$ cat src/rtl/sd_block_read.sv
// sd_block_read: SPI-mode CMD17 single-block read engine; sends the command, parses R1,
// the start token, 512 data bytes and CRC, and streams the bytes out. Define SD_CRC16_CHECK_EN to verify the data CRC.
module sd_block_read #(
    parameter int RESP_TIMEOUT  = 64,
    parameter int TOKEN_TIMEOUT = 4096,
    parameter int TAIL_CLKS     = 8
) (
    input  logic        SD_CK,
    input  logic        rst,
    input  logic        init_i,
    input  logic        rd_req,
    input  logic [31:0] rd_addr,
    output logic        busy,
    output logic        rd_valid,
    output logic [7:0]  rd_data,
    output logic [8:0]  rd_idx,
    output logic        done,
    output logic [2:0]  err_code,
    input  logic        SD_MISO,
    output logic        SD_MOSI,
    output logic        SD_CSn
);

    typedef enum logic [2:0] {
        ST_IDLE     = 3'd0,
        ST_SEND     = 3'd1,
        ST_R1_WAIT  = 3'd2,
        ST_R1_RX    = 3'd3,
        ST_TOK_WAIT = 3'd4,
        ST_DATA     = 3'd5,
        ST_CRC      = 3'd6,
        ST_TAIL     = 3'd7
    } state_t;

    localparam logic [15:0] RESP_LOAD  = 16'(RESP_TIMEOUT);
    localparam logic [15:0] TOKEN_LOAD = 16'(TOKEN_TIMEOUT);
    localparam logic [7:0]  TAIL_LOAD  = 8'(TAIL_CLKS - 1);
    localparam logic [2:0]  ERR_OK      = 3'd0;
    localparam logic [2:0]  ERR_R1_TMO  = 3'd1;
    localparam logic [2:0]  ERR_R1_BAD  = 3'd2;
    localparam logic [2:0]  ERR_TOK_TMO = 3'd3;
    localparam logic [2:0]  ERR_NOINIT  = 3'd5;

    function automatic logic [12:0] bit_dec(input logic [12:0] b);
        if (b == 13'd0) begin
            return 13'd0;
        end else begin
            return b - 13'd1;
        end
    endfunction

`ifdef SD_CRC16_CHECK_EN
    localparam logic [2:0] ERR_CRC = 3'd4;

    function automatic logic [15:0] crc16_step(input logic [15:0] crc, input logic din);
        logic fb;
        fb = crc[15] ^ din;
        return {crc[14:0], 1'b0} ^ (fb ? 16'h1021 : 16'h0000);
    endfunction

    logic [15:0] crc_calc_q, crc_calc_d;
    logic [14:0] crc_rx_q, crc_rx_d;
`endif

    state_t      state_q, state_d;
    logic [46:0] frame_q, frame_d;
    logic [12:0] bitcnt_q, bitcnt_d;
    logic [15:0] cnt_q, cnt_d;
    logic [7:0]  tcnt_q, tcnt_d;
    logic        r1_nz_q, r1_nz_d;
    logic [6:0]  sr_q, sr_d;
    logic [8:0]  byte_idx_q, byte_idx_d;
    logic [2:0]  err_q, err_d;
    logic        busy_q, busy_d;
    logic        rd_valid_q, rd_valid_d;
    logic [7:0]  rd_data_q, rd_data_d;
    logic [8:0]  rd_idx_q, rd_idx_d;
    logic        done_q, done_d;
    logic [2:0]  err_code_q, err_code_d;
    logic        mosi_q, mosi_d;
    logic        csn_q, csn_d;
    logic [47:0] cmd_s;
    logic        fin_s;
    logic [2:0]  fin_err_s;
    logic        reject_s;

    // Next-state, datapath and output computation
    always_comb begin
        state_d    = state_q;
        frame_d    = frame_q;
        bitcnt_d   = bitcnt_q;
        cnt_d      = cnt_q;
        tcnt_d     = tcnt_q;
        r1_nz_d    = r1_nz_q;
        sr_d       = sr_q;
        byte_idx_d = byte_idx_q;
        err_d      = err_q;
        rd_valid_d = 1'b0;
        rd_data_d  = rd_data_q;
        rd_idx_d   = rd_idx_q;
        done_d     = 1'b0;
        err_code_d = err_code_q;
        mosi_d     = 1'b1;
        fin_s      = 1'b0;
        fin_err_s  = ERR_OK;
        reject_s   = 1'b0;
        cmd_s      = {8'h51, rd_addr, 8'hFF};
`ifdef SD_CRC16_CHECK_EN
        crc_calc_d = crc_calc_q;
        crc_rx_d   = crc_rx_q;
`endif
        case (state_q)
            ST_IDLE: begin
                if (rd_req && init_i) begin
                    state_d  = ST_SEND;
                    mosi_d   = cmd_s[47];
                    frame_d  = cmd_s[46:0];
                    bitcnt_d = 13'd47;
`ifdef SD_CRC16_CHECK_EN
                    crc_calc_d = 16'h0000;
`endif
                end else begin
                    reject_s = rd_req;
                end
            end
            ST_SEND: begin
                if (bitcnt_q == 13'd0) begin
                    state_d = ST_R1_WAIT;
                    cnt_d   = RESP_LOAD;
                end else begin
                    mosi_d   = frame_q[46];
                    frame_d  = {frame_q[45:0], 1'b1};
                    bitcnt_d = bit_dec(bitcnt_q);
                end
            end
            ST_R1_WAIT: begin
                if (!SD_MISO) begin
                    state_d  = ST_R1_RX;
                    r1_nz_d  = 1'b0;
                    bitcnt_d = 13'd7;
                end else if (cnt_q <= 16'd1) begin
                    fin_s     = 1'b1;
                    fin_err_s = ERR_R1_TMO;
                end else begin
                    cnt_d = cnt_q - 16'd1;
                end
            end
            ST_R1_RX: begin
                r1_nz_d  = r1_nz_q | SD_MISO;
                bitcnt_d = bit_dec(bitcnt_q);
                if (bitcnt_q == 13'd1) begin
                    if (r1_nz_d) begin
                        fin_s     = 1'b1;
                        fin_err_s = ERR_R1_BAD;
                    end else begin
                        state_d = ST_TOK_WAIT;
                        cnt_d   = TOKEN_LOAD;
                    end
                end else begin
                    state_d = ST_R1_RX;
                end
            end
            ST_TOK_WAIT: begin
                // Leading ones of 0xFE look like idle bus; the single zero ends the token
                if (!SD_MISO) begin
                    state_d    = ST_DATA;
                    bitcnt_d   = 13'd4096;
                    byte_idx_d = 9'd0;
                end else if (cnt_q <= 16'd1) begin
                    fin_s     = 1'b1;
                    fin_err_s = ERR_TOK_TMO;
                end else begin
                    cnt_d = cnt_q - 16'd1;
                end
            end
            ST_DATA: begin
                sr_d     = {sr_q[5:0], SD_MISO};
                bitcnt_d = bit_dec(bitcnt_q);
`ifdef SD_CRC16_CHECK_EN
                crc_calc_d = crc16_step(crc_calc_q, SD_MISO);
`endif
                if (bitcnt_q[2:0] == 3'd1) begin
                    rd_valid_d = 1'b1;
                    rd_data_d  = {sr_q, SD_MISO};
                    rd_idx_d   = byte_idx_q;
                    byte_idx_d = byte_idx_q + 9'd1;
                end else begin
                    rd_valid_d = 1'b0;
                end
                if (bitcnt_q == 13'd1) begin
                    state_d  = ST_CRC;
                    bitcnt_d = 13'd16;
                end else begin
                    state_d = ST_DATA;
                end
            end
            ST_CRC: begin
                bitcnt_d = bit_dec(bitcnt_q);
`ifdef SD_CRC16_CHECK_EN
                crc_rx_d = {crc_rx_q[13:0], SD_MISO};
`endif
                if (bitcnt_q == 13'd1) begin
                    fin_s = 1'b1;
`ifdef SD_CRC16_CHECK_EN
                    fin_err_s = ({crc_rx_q, SD_MISO} == crc_calc_q) ? ERR_OK : ERR_CRC;
`else
                    fin_err_s = ERR_OK;
`endif
                end else begin
                    fin_s = 1'b0;
                end
            end
            ST_TAIL: begin
                if (tcnt_q == 8'd0) begin
                    state_d = ST_IDLE;
                end else begin
                    tcnt_d = tcnt_q - 8'd1;
                end
            end
            default: begin
                state_d = ST_IDLE;
            end
        endcase

        if (fin_s) begin
            state_d = ST_TAIL;
            tcnt_d  = TAIL_LOAD;
            err_d   = fin_err_s;
        end else begin
            err_d = err_q;
        end

        csn_d  = (state_d == ST_IDLE) || (state_d == ST_TAIL);
        busy_d = (state_d != ST_IDLE);

        // done marks the last TAIL cycle, or the cycle after a request made before init
        if (reject_s) begin
            done_d     = 1'b1;
            err_code_d = ERR_NOINIT;
        end else if ((state_d == ST_TAIL) && (tcnt_d == 8'd0)) begin
            done_d     = 1'b1;
            err_code_d = err_d;
        end else begin
            done_d = 1'b0;
        end
    end

    // State and output registers with synchronous reset
    always_ff @(posedge SD_CK) begin
        if (rst) begin
            state_q    <= ST_IDLE;
            frame_q    <= 47'h7FFF_FFFF_FFFF;
            bitcnt_q   <= 13'd0;
            cnt_q      <= 16'd0;
            tcnt_q     <= 8'd0;
            r1_nz_q    <= 1'b0;
            sr_q       <= 7'd0;
            byte_idx_q <= 9'd0;
            err_q      <= 3'd0;
            busy_q     <= 1'b0;
            rd_valid_q <= 1'b0;
            rd_data_q  <= 8'd0;
            rd_idx_q   <= 9'd0;
            done_q     <= 1'b0;
            err_code_q <= 3'd0;
            mosi_q     <= 1'b1;
            csn_q      <= 1'b1;
`ifdef SD_CRC16_CHECK_EN
            crc_calc_q <= 16'h0000;
            crc_rx_q   <= 15'h0000;
`endif
        end else begin
            state_q    <= state_d;
            frame_q    <= frame_d;
            bitcnt_q   <= bitcnt_d;
            cnt_q      <= cnt_d;
            tcnt_q     <= tcnt_d;
            r1_nz_q    <= r1_nz_d;
            sr_q       <= sr_d;
            byte_idx_q <= byte_idx_d;
            err_q      <= err_d;
            busy_q     <= busy_d;
            rd_valid_q <= rd_valid_d;
            rd_data_q  <= rd_data_d;
            rd_idx_q   <= rd_idx_d;
            done_q     <= done_d;
            err_code_q <= err_code_d;
            mosi_q     <= mosi_d;
            csn_q      <= csn_d;
`ifdef SD_CRC16_CHECK_EN
            crc_calc_q <= crc_calc_d;
            crc_rx_q   <= crc_rx_d;
`endif
        end
    end

    assign busy     = busy_q;
    assign rd_valid = rd_valid_q;
    assign rd_data  = rd_data_q;
    assign rd_idx   = rd_idx_q;
    assign done     = done_q;
    assign err_code = err_code_q;
    assign SD_MOSI  = mosi_q;
    assign SD_CSn   = csn_q;

endmodule

$ cat config.mk
export PLATFORM = sky130hd
export DESIGN_NAME = sd_block_read
export DESIGN_NICKNAME = d
export VERILOG_FILES = /design/src/rtl/sd_block_read.sv
export SDC_FILE = /design/constraint.sdc
export NUM_CORES = 1
export LEC_CHECK = 0
export BUFFER_PORTS_ARGS = -buffer_cell sky130_fd_sc_hd__buf_2
export CAP_MARGIN = 20
export CORE_ASPECT_RATIO = 0.7
export CORE_MARGIN = 4
export CORE_UTILIZATION = 59
export DETAILED_ROUTE_END_ITERATION = 7
export PLACE_DENSITY_LB_ADDON = 0.2
export SKIP_LAST_GASP = 1
export SYNTH_ARGS = -nofsm -noshare
export SYNTH_HDL_FRONTEND = slang
export SYNTH_SLANG_ARGS = --single-unit
$ cat constraint.sdc
create_clock -name SD_CK -period 4.6 [get_ports SD_CK]
set_input_delay 0.23 -clock SD_CK [delete_from_list [all_inputs] [get_ports SD_CK]]
set_output_delay 0.23 -clock SD_CK [all_outputs]
set_load 0.005 [all_outputs]
==> impl_summary.log, run 1 <==
INFO  metric finalWirelength = around 14000 um
INFO  metric ys_async_sr_fraction = 0%
INFO  metric numPortBuffers = roughly 60
INFO  metric synthMuxAreaShare = 1.38%
INFO  metric grt_first_pass_wirelength = 24000 um
INFO  metric yosys.area_share.simple = between 30% and 40%
INFO  metric tns = 0 ns
INFO  metric dpl-instance-area = 6130 um2
INFO  metric cp_data_arrival_time = 3.75 ns
INFO  metric antenna_cells = 0
INFO  metric synth_warnings = 0
INFO  metric power.ir.vdd_worst = 0.460 mV
INFO  metric dp_worst_setup_slack = ~1.2 ns
INFO  metric cts_tree = done
INFO  metric io_pins = 62
INFO  metric met2WireLength = 6350 um
INFO  metric dp.cells = 897
INFO  metric detailroute.wirelength.met3 = 919 um
INFO  metric seq_area_frac_synth = 42.8%
INFO  metric regToRegEndpoint = err_code[1]$_SDFFE_PP0P_
INFO  metric grt_util_all_layers = 24.9%
INFO  metric required = 4.90 ns
INFO  metric routedWlPerCell = 15.3 um
INFO  metric met1_length = around 6800 um
INFO  metric route.detailed.vias_per_inst = between 5 and 6
INFO  metric final_instance_area = 6720 um2
INFO  metric critPathMaxFanout = 23
INFO  metric vias_after_detailed_routing = 5488
INFO  metric setup_slack_reg_to_reg = ~1.2 ns
INFO  metric dpl.hpwl = 9440 um
INFO  metric syn_avg_cell_area = 7.69 um2
INFO  metric final_antenna_net_count = 0
INFO  metric rr_startpoint = state_q[2]$_SDFF_PP0_
INFO  metric min_to = frame_q[8]$_SDFFE_PP1P_
INFO  metric power_density = 696 nW/um2
INFO  metric drt-initial-drc-count = around 590
INFO  metric layout.filler_cells = 696
INFO  metric timing.final.max_slew_violations = 0
INFO  metric multi_input_area = 3090 um2
INFO  metric worstMarginPinSlew = 1.03 ns
INFO  metric setup_viol = 0
INFO  metric cts_sinks = between 100 and 150
INFO  metric synth_seq_cells = 124
INFO  metric synth_xor_area_share = 2.57%
INFO  metric nets = 836
INFO  metric outcome = finished clean
INFO  metric final-seq-area = 2480 um2
INFO  metric hold-path-cell-count = 3
INFO  metric synthDistinctLibCells = 58
INFO  metric clock-skew-final = ~0.0056 ns
INFO  metric synth-edff-count = 0
INFO  metric synth_fa_ha_area_share = 1.51%
INFO  metric worstSetupEndpointType = register
INFO  metric final_period_minus_worst_setup_slack = 3.45 ns
INFO  metric core.rowCount = 29
INFO  metric cts_htree_levels = 4
INFO  metric setup_ws = 1.15 ns
INFO  metric layout_worst_path_cycle_share = between 70% and 80%
INFO  metric power.static_leakage = ~2.8 nW
INFO  metric route.detailed.drc = 0
INFO  metric die-height = ~90 um
INFO  metric timing.critical_path.from_type = register
INFO  metric clockRootBuffer = sky130_fd_sc_hd__clkbuf_16
INFO  metric cap_viol_max_count = 0
INFO  metric number_of_antenna_violations_at_the_first_check_in_global_routing = 0
INFO  metric ff2ff_path_depth = 7
INFO  metric cts_post_setup_buffers_inserted = 0
INFO  metric fmax = 290 MHz
INFO  metric min_path_type = primary input to register
INFO  metric mappedNetlistArea = approximately 5800 um2
INFO  metric largest_family_of_logic_cells_by_synthesized_area = simple AND/OR/NAND/NOR gates
INFO  metric total_clock_buffers_created_by_cts = 17
INFO  metric hold_violations = 0
INFO  metric synthesis.nets = 798
INFO  metric clock_latency = between 0.4 and 0.5 ns
INFO  metric layout.cells.non_filler = 929
INFO  metric die-width = about 130 um
INFO  metric core_area = 9330 um2
INFO  metric critical_path_class = register to register
INFO  metric grt_setup_unrepaired = false
INFO  metric topRoutingLayerUsed = met4
INFO  metric first_global_vias = 5072
INFO  metric synthCells = ~750
INFO  metric routabilityCongestion = 0.911
INFO  metric cts_resized = 0
INFO  metric synth_compound_gate_area_share = 16.8%
INFO  metric starting_density = 62.2%
INFO  metric synthFlopType = sky130_fd_sc_hd__dfxtp_1
INFO  metric hp-start = rd_addr[0]
INFO  metric maxSlewHeadroom = 30.9%
INFO  metric clock_transition_at_the_registers_of_the_reported_paths = roughly 0.060 ns
INFO  metric ctsLongestPathBuffers = 2
INFO  metric floorplan.die_area = 11500 um2
INFO  metric grt_overflow_total = 0
INFO  metric holdBufCountCts = 0
INFO  metric drive_gt1_share = ~14%
INFO  metric area_delta_synth_final = 15.9%
INFO  metric pin_count_of_the_biggest_net_entering_global_routing = 67
INFO  metric final_core_utilization = 72.1%
INFO  metric number_of_iterations_in_the_first_detailed_routing_pass = 6
-- Yosys cell counts (all sizes together) (5+ instances only) --
| master | n | area [um2] |
|---|---|---|
| nand2 | 130 | 488 |
| a21oi | 51 | 255 |
| nand4 | 6 | 37.5 |
| xor2 | 11 | 96.3 |
| clkbuf | 43 | 161 |
| inv | 11 | 41.3 |
| ha | 7 | 87.6 |
| xnor2 | 6 | 52.6 |
| o21ai | 70 | 350 |
| nor4 | 10 | 68.8 |
| a31oi | 6 | 37.5 |
| nor3 | 21 | 105 |
| dfxtp | 124 | 2480 |
| o31ai | 8 | 60.1 |
| buf | 6 | 25.0 |
| mux2i | 8 | 80.1 |
| and3 | 40 | 250 |
| nand2b | 7 | 43.8 |
| or3 | 11 | 73.8 |
| o211ai | 5 | 37.5 |
| nor2 | 95 | 357 |
| or4 | 16 | 128 |
| and2 | 7 | 43.8 |
| nand3 | 8 | 40.0 |
-- layout by cell type (no fill, tap or decap), types with 7 or more instances in the layout --
cell type and n:
sky130_fd_sc_hd__nor4_1 9, sky130_fd_sc_hd__o21ai_0 67, sky130_fd_sc_hd__mux2i_1 8, sky130_fd_sc_hd__ha_1 7, sky130_fd_sc_hd__clkbuf_16 17, sky130_fd_sc_hd__nand2_1 130
sky130_fd_sc_hd__dfxtp_1 124, sky130_fd_sc_hd__nand2b_1 7, sky130_fd_sc_hd__xor2_1 11, sky130_fd_sc_hd__nor3_1 21, sky130_fd_sc_hd__a21oi_1 51, sky130_fd_sc_hd__and3_1 40
sky130_fd_sc_hd__nand3_1 8, sky130_fd_sc_hd__buf_2 61, sky130_fd_sc_hd__or4_1 14, sky130_fd_sc_hd__o31ai_1 8, sky130_fd_sc_hd__nor2_1 94, sky130_fd_sc_hd__inv_1 11
sky130_fd_sc_hd__buf_4 7, sky130_fd_sc_hd__or3_1 10
-- state kept, by name, summed over array words and instances (netlist names), 3 cells and up --
signal      cells
sr_q            7
state_q         3
byte_idx_q      9
err_q           3
err_code        3
tcnt_q          8
bitcnt_q       13
cnt_q          16
rd_data         8
frame_q        39
rd_idx          9
-- logic make-up (layout without fill, tap and decap cells) --
logic type      after synthesis  after routing
flops                       124            124
compound gates              167            167
xor+xnor                     17             17
fa+ha+maj                     7              7
buf+inv                      61            112
mux                           8              8
simple gates                370            370
-- stage by stage --
step | power, mW | hold slack [ns]
floorplan | 2.91 | 0.400
global placement | 3.22 | 0.435
detailed placement | 3.29 | 0.440
CTS | 4.65 | 0.0968
global route | 5.01 | 0.149
finish | 4.67 | 0.109
-- worst max-delay path, stage by stage (launching register included) --
cell and delay (ns):
sky130_fd_sc_hd__dfxtp_1 0.84, sky130_fd_sc_hd__nand3_1 0.36, sky130_fd_sc_hd__a31oi_1 0.53, sky130_fd_sc_hd__nand2_1 0.16
sky130_fd_sc_hd__a2bb2oi_1 0.16, sky130_fd_sc_hd__or4_4 0.55, sky130_fd_sc_hd__or3_4 0.36, sky130_fd_sc_hd__a2111oi_2 0.38
-- power by group --
part | switching [mW] | leakage [nW] | internal (mW)
sequential | 0.216 | 1.01 | 1.32
clock | 0.520 | 0.283 | 0.807
combinational | 1.14 | 1.53 | 0.675
total | 1.87 | 2.82 | 2.80
-- area by class of cell --
type / instances / share of cell area (%)
Sequential cell: 124 / 36.9
Inverter: 12 / 0.670
Clock inverter: 15 / 2.46
Tap cell: 124 / 2.31
Timing Repair Buffer: 68 / 5.32
Clock buffer: 17 / 6.33
Multi-Input combinational cell: 569 / 46.0
-- routing by layer --
| layer | track usage, % | vias up |
|---|---|---|
| met1 | 36.3 | 2524 |
| met2 | 36.4 | 217 |
| met5 | 0 | - |
| li1 | - | 2722 |
| met4 | 7.32 | 0 |
| met3 | 6.16 | 25 |
-- how the worst max path moves through the flow --
stage | startpoint | cells after the start | end
after floorplan | bitcnt_q[0]$_SDFFE_PP0P_ | 7 | err_code[1]$_SDFFE_PP0P_
after global placement | bitcnt_q[0]$_SDFFE_PP0P_ | 7 | err_code[1]$_SDFFE_PP0P_
after detailed placement | bitcnt_q[0]$_SDFFE_PP0P_ | 7 | err_code[1]$_SDFFE_PP0P_
after CTS | bitcnt_q[0]$_SDFFE_PP0P_ | 7 | err_code[1]$_SDFFE_PP0P_
after global routing | state_q[0]$_SDFF_PP0_ | 9 | err_code[1]$_SDFFE_PP0P_
final | state_q[2]$_SDFF_PP0_ | 7 | err_code[1]$_SDFFE_PP0P_
Note: power is estimated with default switching activity, not from simulation.
==> inputs of run 2 (changes only) <==
--- a/config.mk
+++ b/config.mk
@@ -5,11 +5,12 @@
 export SDC_FILE = /design/constraint.sdc
 export NUM_CORES = 1
 export LEC_CHECK = 0
+export ABC_AREA = 1
 export BUFFER_PORTS_ARGS = -buffer_cell sky130_fd_sc_hd__buf_2
 export CAP_MARGIN = 20
 export CORE_ASPECT_RATIO = 0.7
 export CORE_MARGIN = 4
-export CORE_UTILIZATION = 59
+export CORE_UTILIZATION = 53
 export DETAILED_ROUTE_END_ITERATION = 7
 export PLACE_DENSITY_LB_ADDON = 0.2
 export SKIP_LAST_GASP = 1
==> constraint.sdc (replaced) <==
create_clock -name SD_CK -period 3 [get_ports SD_CK]
set_input_delay 0.15 -clock SD_CK [delete_from_list [all_inputs] [get_ports SD_CK]]
set_output_delay 0.15 -clock SD_CK [all_outputs]
set_load 0.005 [all_outputs]
==> run 2 against run 1 <==
Against the previous run:
- final cell count increased by 15%
- clock power is 57% higher
- synthesized cell count rose by 13%
- via count grew 4.5%
- power increased by 49%
- critical endpoint is now cnt_q[2]$_SDFFE_PP0P_
- highest routed layer unchanged
- core utilization shrank 7.0 points
- non-clock buffer count did not move
==> impl_summary.log, run 2 <==
INFO  metric dpl.hpwl = 10300 um (+9.5%)
INFO  metric finalWirelength = 14800 um (+4.4%)
INFO  metric routedWlPerCell = 13.9 um (-9.0%)
INFO  metric clock_latency = 0.42 ns (about the same)
INFO  metric hp-start = rd_addr[0]
INFO  metric grt_first_pass_wirelength = 25300 um (+5.3%)
INFO  metric outcome = finished clean
INFO  metric grt_setup_unrepaired = false
INFO  metric synthFlopType = sky130_fd_sc_hd__dfxtp_1
INFO  metric largest_family_of_logic_cells_by_synthesized_area = simple AND/OR/NAND/NOR gates
INFO  metric core.rowCount = 31 (+6.9%)
INFO  metric area_delta_synth_final = 16.8%
INFO  metric required = 3.26 ns (-1.64 ns)
INFO  metric number_of_iterations_in_the_first_detailed_routing_pass = 5 (-1)
INFO  metric first_global_vias = 5348 (+5.4%)
INFO  metric hold_violations = 0 (unchanged)
INFO  metric layout.filler_cells = 884 (+27%)
INFO  metric final_period_minus_worst_setup_slack = 2.58 ns (-0.869 ns)
INFO  metric synth_top_cell_area_share = 42.1% (-0.74 points)
INFO  metric synth_area_leaders = sky130_fd_sc_hd__dfxtp_1, sky130_fd_sc_hd__nor2_1, sky130_fd_sc_hd__nand2_1
INFO  metric dpl-instance-area = 6290 um2 (+2.6%)
INFO  metric rr_startpoint = state_q[0]$_SDFF_PP0_
INFO  metric cts_htree_levels = 4 (unchanged)
INFO  metric routabilityCongestion = 0.957 (+5.1%)
INFO  metric clock-skew-final = 0.0150 ns (+0.00944 ns)
INFO  metric use_met1 = 33.9% (-2.4 points)
INFO  metric mappedNetlistArea = 5900 um2 (+1.8%)
INFO  metric synthesis.nets = 898 (+13%)
INFO  metric synth_top_cell_by_area = sky130_fd_sc_hd__dfxtp_1
INFO  metric vias_after_detailed_routing = 5736 (+4.5%)
INFO  metric final_instance_area = 6890 um2 (+2.6%)
INFO  metric power.ir.vdd_worst = 0.478 mV (+4.0%)
INFO  metric worstSetupEndpointType = register
INFO  metric pin_count_of_the_biggest_net_entering_global_routing = 68 (+1.5%)
INFO  metric ctsLongestPathBuffers = 2 (unchanged)
INFO  metric layout_common_cells = sky130_fd_sc_hd__nor2_1, sky130_fd_sc_hd__nand2_1, sky130_fd_sc_hd__dfxtp_1
INFO  metric floorplan.die_area = 12900 um2 (+12%)
INFO  metric setup_slack_reg_to_reg = 0.42 ns (-0.73 ns)
INFO  metric final_core_utilization = 65.1% (-7.0 points)
INFO  metric grt_util_all_layers = 24.1% (-0.74 points)
INFO  metric critical_path_class = register to register
INFO  metric cp_data_arrival_time = 2.84 ns (-0.91 ns)
INFO  metric route.detailed.drc = 0 (unchanged)
INFO  metric timing.critical_path.from_type = register
INFO  metric nets = 950 (+14%)
INFO  metric synth_seq_cells = 124 (unchanged)
INFO  metric antenna_cells = 0 (unchanged)
INFO  metric clock_transition_at_the_registers_of_the_reported_paths = 0.06 ns (about the same)
INFO  metric synth_fa_ha_area_share = 1.48% (-0.026 points)
INFO  metric route.detailed.vias_per_inst = 5.38 (-8.9%)
INFO  metric hold-path-cell-count = 3 (unchanged)
INFO  metric ys_async_sr_fraction = 0% (unchanged)
INFO  metric cts_sinks = 124 (unchanged)
INFO  metric min_path_type = primary input to register
INFO  metric layout_commonest_cell = sky130_fd_sc_hd__nor2_1
INFO  metric synth_compound_gate_area_share = 14.5% (-2.3 points)
INFO  metric drt-initial-drc-count = 504 (-14%)
INFO  metric grt.busiest_layer = met2
INFO  metric power_density = 1010 nW/um2 (+45%)
INFO  metric clockRootBuffer = sky130_fd_sc_hd__clkbuf_16
INFO  metric io_pins = 62 (unchanged)
INFO  metric fmax = 388 MHz (+34%)
INFO  metric setup_viol = 0 (unchanged)
INFO  metric power.static_leakage = 3.21 nW (+14%)
INFO  metric regToRegEndpoint = cnt_q[2]$_SDFFE_PP0P_
INFO  metric synth_warnings = 0 (unchanged)
INFO  metric met2_usage = 36.7% (+0.24 points)
INFO  metric synth_xor_area_share = 2.37% (-0.19 points)
INFO  metric timing.final.max_slew_violations = 0 (unchanged)
INFO  metric starting_density = 55.7% (-6.5 points)
INFO  metric holdBufCountCts = 0 (unchanged)
INFO  metric synth.most_common_cell = sky130_fd_sc_hd__nor2_1
INFO  metric die-width = 134 um (+6.0%)
INFO  metric number_of_antenna_violations_at_the_first_check_in_global_routing = 0 (unchanged)
INFO  metric tns = 0 ns (unchanged)
INFO  metric cts_tree = done
INFO  metric die-height = 96.3 um (+5.9%)
INFO  metric synthCells = 854 (+13%)
INFO  metric numPortBuffers = 61 (unchanged)
INFO  metric yosys.area_share.simple = 32.0% (+1.1 points)
INFO  metric ff2ff_path_depth = 9 (+2)
INFO  metric synthMuxAreaShare = 0% (-1.4 points)
INFO  metric maxSlewHeadroom = 54.4% (+23 points)
INFO  metric worstMarginPinSlew = 0.683 ns (-0.349 ns)
INFO  metric cap_viol_max_count = 0 (unchanged)
INFO  metric largest-register = frame_q
INFO  metric yosys-top-cells-count = sky130_fd_sc_hd__nor2_1, sky130_fd_sc_hd__nand2_1, sky130_fd_sc_hd__dfxtp_1
INFO  metric layout_worst_path_cycle_share = 85.9% (+11 points)
INFO  metric final_antenna_net_count = 0 (unchanged)
INFO  metric drive_gt1_share = 12.4% (-1.7 points)
INFO  metric registers_with_the_most_flip_flops = frame_q (39), cnt_q (16), bitcnt_q (13)
INFO  metric cts_post_setup_buffers_inserted = 0 (unchanged)
INFO  metric syn_avg_cell_area = 6.91 um2 (-10%)
INFO  metric synth-edff-count = 0 (unchanged)
INFO  metric gr-usage-met3 = 5.49% (-0.67 points)
INFO  metric critPathMaxFanout = 13 (-43%)
INFO  metric seq_area_frac_synth = 42.1% (-0.74 points)
INFO  metric total_clock_buffers_created_by_cts = 17 (unchanged)
INFO  metric min_to = frame_q[8]$_SDFFE_PP1P_
INFO  metric largest_register_ffs = 39 (unchanged)
INFO  metric cts_resized = 0 (unchanged)
INFO  metric synthDistinctLibCells = 35 (-40%)
INFO  metric core_area = 10600 um2 (+14%)
INFO  metric grt_overflow_total = 0 (unchanged)
==> run 2: final cells by class <==
| type | count | area [um2] | share of cell area [%] |
|---|---|---|---|
| clock buffers | 19 | 443 | 6.43 |
| well taps | 148 | 185 | 2.69 |
| multi-input cells | 619 | 2980 | 43.2 |
| inverters | 76 | 285 | 4.14 |
| repair buffers | 68 | 358 | 5.19 |
| flip-flops and latches | 124 | 2480 | 36.0 |
| clock inverters | 12 | 161 | 2.34 |
==> run 2: through the flow <==
stage	power, mW	hold slack, ns	instances	setup WS, ns
2_1_floorplan	4.33	0.231	854	1.03
3_3_place_gp	4.75	0.438	1035	0.453
3_5_place_dp	4.83	0.440	1035	0.462
4_1_cts	6.96	0.0546	1066	0.451
5_1_grt	7.49	0.0725	1066	0.159
6_report	6.96	0.0721	1066	0.423
==> run 2: how the worst max path moves through the flow <==
stage | startpoint | end | slack (ns)
6_report | state_q[0]$_SDFF_PP0_ | cnt_q[2]$_SDFFE_PP0P_ | 0.42
5_1_grt | state_q[2]$_SDFF_PP0_ | cnt_q[2]$_SDFFE_PP0P_ | 0.16
4_1_cts | state_q[2]$_SDFF_PP0_ | cnt_q[4]$_SDFFE_PP0P_ | 0.45
3_5_place_dp | state_q[2]$_SDFF_PP0_ | cnt_q[4]$_SDFFE_PP0P_ | 0.46
3_3_place_gp | state_q[2]$_SDFF_PP0_ | cnt_q[4]$_SDFFE_PP0P_ | 0.45
2_1_floorplan | cnt_q[0]$_SDFFE_PP0P_ | err_code[0]$_SDFFE_PP0P_ | 1.03
==> run 2: power by group <==
group,internal (mW),total [mW],leakage [nW],switching [mW]
Sequential,2.04,2.30,1.01,0.263
Clock,1.33,2.09,0.286,0.762
Combinational,0.864,2.56,1.92,1.70
Total,4.23,6.96,3.21,2.73
==> run 2: routing by layer <==
| metal | vias up | wire length [um] |
|---|---|---|
| li1 | 2906 | - |
| met1 | 2625 | 7170 |
| met2 | 185 | 6490 |
| met3 | 20 | 1010 |
| met4 | 0 | 178 |
| met5 | - | 0 |
==> run 2: cells by family (layout without fill, tap and decap cells) <==
logic type	Yosys count	in the layout
adder cells (fa/ha/maj)	7	7
buffers and inverters	111	175
flip-flops	124	124
AO/OA/AOI/OAI	138	138
XOR/XNOR	16	16
AND/OR/NAND/NOR	458	458
==> run 2: worst max-delay path, cell delays in order, from the launching register on <==
cell and delay (ns):
sky130_fd_sc_hd__dfxtp_1 0.50, sky130_fd_sc_hd__nor2_1 0.11, sky130_fd_sc_hd__nand2_1 0.19, sky130_fd_sc_hd__nand2_1 0.22, sky130_fd_sc_hd__nand3_1 0.19, sky130_fd_sc_hd__o21ai_0 0.09, sky130_fd_sc_hd__a21oi_1 0.12, sky130_fd_sc_hd__nand2_1 0.32
sky130_fd_sc_hd__o21ai_1 0.56, sky130_fd_sc_hd__nor3_1 0.14
